$ cat src/rtl/q4_equiv_sweeper.sv
// Self-running equivalence sweeper: walks every input vector onto the f/g pair,
// holds it DWELL cycles, compares in the last one and reports mismatch statistics.
module q4_equiv_sweeper #(
  parameter int N_IN  = 5,
  parameter int DWELL = 4
) (
  input  logic            clk,
  input  logic            rst_n,
  input  logic            start,
  output logic [N_IN-1:0] x,
  input  logic            f_in,
  input  logic            g_in,
  output logic            busy,
  output logic            done,
  output logic            pass,
  output logic [N_IN:0]   mismatch_cnt,
  output logic [N_IN-1:0] first_fail_vec,
  output logic            first_fail_valid
);

  // DWELL=1 still needs a 1-bit counter; it simply stays at zero.
  localparam int            CW       = (DWELL > 1) ? $clog2(DWELL) : 1;
  localparam logic [CW-1:0] LAST     = CW'(DWELL - 1);
  localparam logic [CW-1:0] CNT_ONE  = CW'(1);
  localparam logic [N_IN-1:0] X_MAX  = '1;
  localparam logic [N_IN-1:0] X_ONE  = N_IN'(1);
  localparam logic [N_IN:0]   MC_ONE = (N_IN + 1)'(1);

  typedef enum logic [1:0] {S_IDLE, S_RUN, S_DONE} state_t;

  state_t        state;
  logic [CW-1:0] dwell_cnt;

  always_ff @(posedge clk or negedge rst_n) begin
    if (!rst_n) begin
      state            <= S_IDLE;
      dwell_cnt        <= '0;
      x                <= '0;
      busy             <= 1'b0;
      done             <= 1'b0;
      mismatch_cnt     <= '0;
      first_fail_vec   <= '0;
      first_fail_valid <= 1'b0;
    end else begin
      case (state)
        S_IDLE, S_DONE: begin
          if (start) begin
            state            <= S_RUN;
            dwell_cnt        <= '0;
            x                <= '0;
            busy             <= 1'b1;
            done             <= 1'b0;
            mismatch_cnt     <= '0;
            first_fail_vec   <= '0;
            first_fail_valid <= 1'b0;
          end
        end
        S_RUN: begin
          if (dwell_cnt != LAST) begin
            dwell_cnt <= dwell_cnt + CNT_ONE;
          end else begin
            if (f_in != g_in) begin
              mismatch_cnt <= mismatch_cnt + MC_ONE;
              if (!first_fail_valid) begin
                first_fail_vec   <= x;
                first_fail_valid <= 1'b1;
              end
            end
            // Terminate at all-ones rather than wrapping back to zero.
            if (x != X_MAX) begin
              x         <= x + X_ONE;
              dwell_cnt <= '0;
            end else begin
              state <= S_DONE;
              busy  <= 1'b0;
              done  <= 1'b1;
            end
          end
        end
        default: state <= S_IDLE;
      endcase
    end
  end

  assign pass = done && (mismatch_cnt == '0);

endmodule

$ cat config.mk
export PLATFORM = sky130hd
export DESIGN_NAME = q4_equiv_sweeper
export DESIGN_NICKNAME = d
export VERILOG_FILES = /design/src/rtl/q4_equiv_sweeper.sv
export SDC_FILE = /design/constraint.sdc
export NUM_CORES = 1
export LEC_CHECK = 0
export CORE_MARGIN = 4
export CORE_UTILIZATION = 50
export DETAILED_ROUTE_END_ITERATION = 6
export HOLD_SLACK_MARGIN = 0.06
export PLACE_DENSITY = 0.78
export SYNTH_ARGS = -nofsm -noshare
export SYNTH_HDL_FRONTEND = slang
export SYNTH_SLANG_ARGS = --single-unit
$ cat constraint.sdc
create_clock -name clk -period 3.26 [get_ports clk]
set_input_delay 0.978 -clock clk [delete_from_list [all_inputs] [get_ports clk]]
set_output_delay 0.978 -clock clk [all_outputs]
set_load 0.05 [all_outputs]
* Word-level counts from Yosys, hierarchy flattened
Cells that the tools add are included.
** Storage, ports and cells
- Bits in latches :: 0
- Bits of input ports :: 5
- Logic and storage cells :: 65
- RAM bits :: 0
- Memories :: 0
- ROM bits :: 0
- Bits in registers :: 23
- Output and inout port bits :: 20
** Operators by class
- Multipliers :: 0
- Reduce and logical (&&, ||, !) cells :: 11
- $lt $le $gt $ge :: 0
- Eq/ne operators :: 12
- Bitwise gates (word level) :: 0
- Shifts and indexed selects :: 0
- Div/mod/pow operators :: 0
- Add/sub/neg operators :: 3
- Multiplexer cells :: 31
** Operators with widths (number)
- 2-to-1 mux 5 bit :: 6
- one-hot mux 5 bit (2 select lines) :: 2
- 2-to-1 mux 6 bit :: 3
- != test 2 bit (second input constant) :: 7
- 2-to-1 mux 2 bit :: 6
- one-hot mux 6 bit (2 select lines) :: 1
- AND reduction 4 bit :: 3
- 2-to-1 mux 1 bit :: 8
- one-hot mux 2 bit (2 select lines) :: 2
- adder 6 x 1 -> 6 bit (second input constant) :: 1
- zero test 6 bit :: 1
- one-hot mux 1 bit (2 select lines) :: 3
- AND reduction 3 bit :: 2
- adder 5 x 1 -> 5 bit (second input constant) :: 1
- != test 5 bit (second input constant) :: 1
- AND reduction 5 bit :: 1
- != test 3 bit (second input constant) :: 1
- adder 2 x 1 -> 2 bit (second input constant) :: 1
- equality test 2 x 1 -> 1 bit (second input constant) :: 1
- equality test 2 bit (second input constant) :: 1
- zero test 2 bit :: 1
- nonzero test 2 bit :: 1
- OR reduction 2 bit :: 1
- logical AND 1 bit :: 1
- != test 1 bit :: 1

* Depth between registers and ports, before layout
- Depth after elaboration :: 4
- Depth in mapped cells :: 7
- Depth with buffers taken out :: 6

* Worst setup path before layout
Ideal clock, no wire load.
- Path kind :: register to output
- From :: register mismatch_cnt[0]
- To :: output pass
- Cell stages (with the launch flop) :: 5
- Arrival time :: 2.346 ns
- Slack :: -0.064 ns
- Data required time :: 2.282 ns
- Buffers on the path :: 0
- Path through :: dfrtp_1 -> inv_1 -> ha_1 -> or4b_1 -> nor3_1
** On the way
- Longest elaborated chain between the ends :: 2
** RTL lines
- start: declaration :: RTL line 16 : output logic [N_IN:0] mismatch_cnt,
- start signal: assignment :: RTL line 63 : mismatch_cnt <= mismatch_cnt + MC_ONE;
- zero test 6 bit :: RTL line 85 : assign pass = done && (mismatch_cnt == '0);
- logical AND 1 bit :: RTL line 85
- end: declaration :: RTL line 15 : output logic pass,
No other way between the ends.

* Worst setup path in the final report
Ends and elaborated chain as after synthesis.

==> run_results.csv <==
group,metric,value,unit
sta,timing.final.setup_violations,0,
global_route,grt_overflow,0,
critical_path,crit_path_end_kind,"output pin",
yosys,synth_area,1260,sq um
sta,clock.fmax,359,MHz
sta,finalHoldViolations,0,
pwr,power_density,859,nW/um^2
sta,finalSetupTns,0,ps
yosys,synth_enable_flop_cells,0,
clock_tree,clkSlewWorstSetupHoldPaths,140,ps
yosys,synth_top_area_share,45.5,%
outcome,outcome,"finished clean",
yosys,avgSynthCellArea,10.2,sq um
critical_path,worstSetupStartpointType,"flip-flop",
sta,skew,6.65,ps
global_route,grt_first_pass_wirelength,4490,um
sta,share_of_the_clock_period_used_by_the_worst_path,85.5,%
finish,antennaDiodeCount,0,
finish,syn2layout_area_growth,21.5,%
drt,post-route-drc-count,0,
clock_tree,clock_tree.htree_level_count,1,
pwr,seq_power_share,35.8,%
yosys,ys_async_sr_fraction,100,%
yosys,synth_cells,124,
global_route,grt_usage,16.9,%
yosys,synth_seq_cells,23,
clock_tree,post_cts_hold_buffer_count,0,
pwr,power.share.clock,10.5,%
clock_tree,post-cts-setup-buffers,0,
critical_path,timing_worst_setup_path_type,"reg -> out",
drt,route.antenna.remaining_nets,0,
drt,routed_wl,2560,um
drt,detailroute.via_count,969,
sta,minimum_clock_period,2790,ps
placement,post_place_setup_slack,720,ps
pwr,ir_drop,0.620,mV
floorplan,std_cell_rows,17,
global_route,largest_net_degree_at_the_start_of_global_routing,24,
yosys,ys.warnings.count,0,
finish,num-fill-cells,188,
yosys,yosys.cell_types.count,37,
floorplan,initial_core_util,54.6,%
critical_path,critPathArrivalTime,1810,ps
clock_tree,cts-resized-gates,0,
yosys,synth.yosys.seq_area_share,45.5,%
clock_tree,tritoncts_clock_tree,"done",
critical_path,cp_max_fanout,5,
clock_tree,num_cts_buffers,3,
finish,multiInputGateArea,623,sq um
finish,ff_latch_area,576,sq um
sta,slew_viol_final,0,
drt,firstDrtPassIters,4,
yosys,post_synth_main_area_contributors,"sky130_fd_sc_hd__dfrtp_1 (45%), sky130_fd_sc_hd__nand2_1 (8.0%), sky130_fd_sc_hd__mux2i_1 (7.1%)",
sta,whs,533,ps
pwr,internal-power,0.667,mW
floorplan,die_h,58.3,um
floorplan,ios,25,
global_route,grt_pass1_vias,990,
finish,nets,160,
yosys,synth_commonest_cells,"sky130_fd_sc_hd__nand2_1 (27), sky130_fd_sc_hd__dfrtp_1 (23), sky130_fd_sc_hd__mux2i_1 (9)",
pwr,total_leakage_power,0.681,nW
floorplan,chipWidth,58.3,um
floorplan,core_area,2320,sq um
drt,detailedRoute.firstIterationViolations,23,
global_route,antenna_found_initial,0,
yosys,synth_area_leader_cell,"sky130_fd_sc_hd__dfrtp_1",
clock_tree,clock_sinks,23,
yosys,yosys.cell_count.top_type,"sky130_fd_sc_hd__nand2_1",
sta,timing.slew.headroom,53.6,%
pwr,power_switching_share,49.5,%
finish,drive_gt1_share,8.11,%
clock_tree,clk_latency,320,ps
clock_tree,ctsLongestPathBuffers,2,
worst_hold_path,min-delay-path-class,"reg -> reg",
critical_path,cp_data_required_time,2280,ps
drt,vias_per_cell,5.51,
run,cap_viol_max_count,0,
sta,tightestPinTransition,696,ps
sta,rsz0062_at_grt,"false",
pwr,comb_power_share,53.7,%
floorplan,fp.dieArea,3400,sq um
sta,worst_slack,471,ps
placement,hpwlAfterDp,1840,um
yosys,syn-num-nets,135,
clock_tree,root_buffer,"sky130_fd_sc_hd__clkbuf_4",
placement,gp_routability_congestion,0.745,
drt,route.detailed.wl_per_inst,14.5,um
placement,port_buffers,24,
finish,finish.utilization,66.3,%
pwr,switching_power,0.653,mW
yosys,dominantRegCellSynth,"sky130_fd_sc_hd__dfrtp_1",
[placed cells by master (no fill, tap or decap), drive strengths merged, types with 2 or more instances in the layout]
master         instances
clkbuf                 3
mux2i                  9
nand2                 28
ha                     6
a21oi                  2
o211ai                 2
clkdlybuf4s50         23
nand2b                 3
a31oi                  2
buf                    2
nand3                  5
o21ai                  6
nand3b                 2
and3                   3
nor3                   2
dfrtp                 23
a311o                  2
inv                    8
[power groups by stage]
| stage | registers (mW) | clock network, mW | logic (mW) |
|---|---|---|---|
| floorplan | 0.726 | 0 | 0.250 |
| global placement | 0.473 | 0 | 0.703 |
| detailed placement | 0.478 | 0 | 0.709 |
| CTS | 0.473 | 0.139 | 0.715 |
| global route | 0.491 | 0.150 | 0.764 |
| finish | 0.473 | 0.138 | 0.709 |
[path summary, 6_finish.rpt]
kind / startpoint / endpoint / slack (ps) / depth (start not counted)
hold reg to reg: dwell_cnt[0] / dwell_cnt[0] / 530 / 1
setup / recovery: mismatch_cnt[0] / pass / 470 / 5
setup reg to reg: x[0] / x[3] / 1320 / 6
hold / removal: dwell_cnt[0] / dwell_cnt[0] / 530 / 1
min in group asynchronous: rst_n / dwell_cnt[1] / 1000 / 2
max in group asynchronous: rst_n / mismatch_cnt[0] / 2030 / 2
[stage by stage]
stage	instance area, sq um	std cells	total power [mW]
final	1540	176	1.32
after global routing	1540	176	1.40
after CTS	1540	176	1.33
after detailed placement	1510	172	1.19
after global placement	1510	172	1.18
after floorplan	1270	124	0.976
[final cells by class]
type                            instances  share of cell area, %
Clock buffer                            3                   1.47
Clock inverter                          1                  0.326
Inverter                                8                   1.95
Multi-Input combinational cell         88                   40.6
Sequential cell                        23                   37.5
Tap cell                               28                   2.28
Timing Repair Buffer                   25                   16.0
[routing by layer]
layer / track usage [%] / share of wire [%] / wire, um
met4: 5.96 / 0.43 / 11
met1: 23.1 / 48 / 1220
met2: 27.0 / 49 / 1250
met5: 0 / 0 / 0
met3: 2.85 / 3.2 / 83
[critical path, cell delays in order (launching register included)]
cell,delay [ps]
sky130_fd_sc_hd__dfrtp_1,440
sky130_fd_sc_hd__inv_1,100
sky130_fd_sc_hd__ha_1,150
sky130_fd_sc_hd__or4b_1,470
sky130_fd_sc_hd__nor3_2,120
sky130_fd_sc_hd__buf_4,220
[cells by family (layout without fill, tap and decap cells)]
group                      count (synthesis)  count (layout)  share of synthesized area [%]
and+or+nand+nor                           54              54                           24.8
DFF                                       23              23                           45.5
AOI/OAI and AO/OA                         17              17                           9.00
buffers and inverters                     13              37                           5.64
muxes                                      9               9                           7.12
adders and majority gates                  6               6                           5.93
xor gates and xnor gates                   2               2                           1.98
[state kept, by name, indices dropped and copies added (netlist names)]
register / flops
dwell_cnt: 2
state: 2
mismatch_cnt: 6
first_fail_valid: 1
first_fail_vec: 5
busy: 1
x: 5
done: 1
Note: power is estimated with default switching activity, not from simulation.
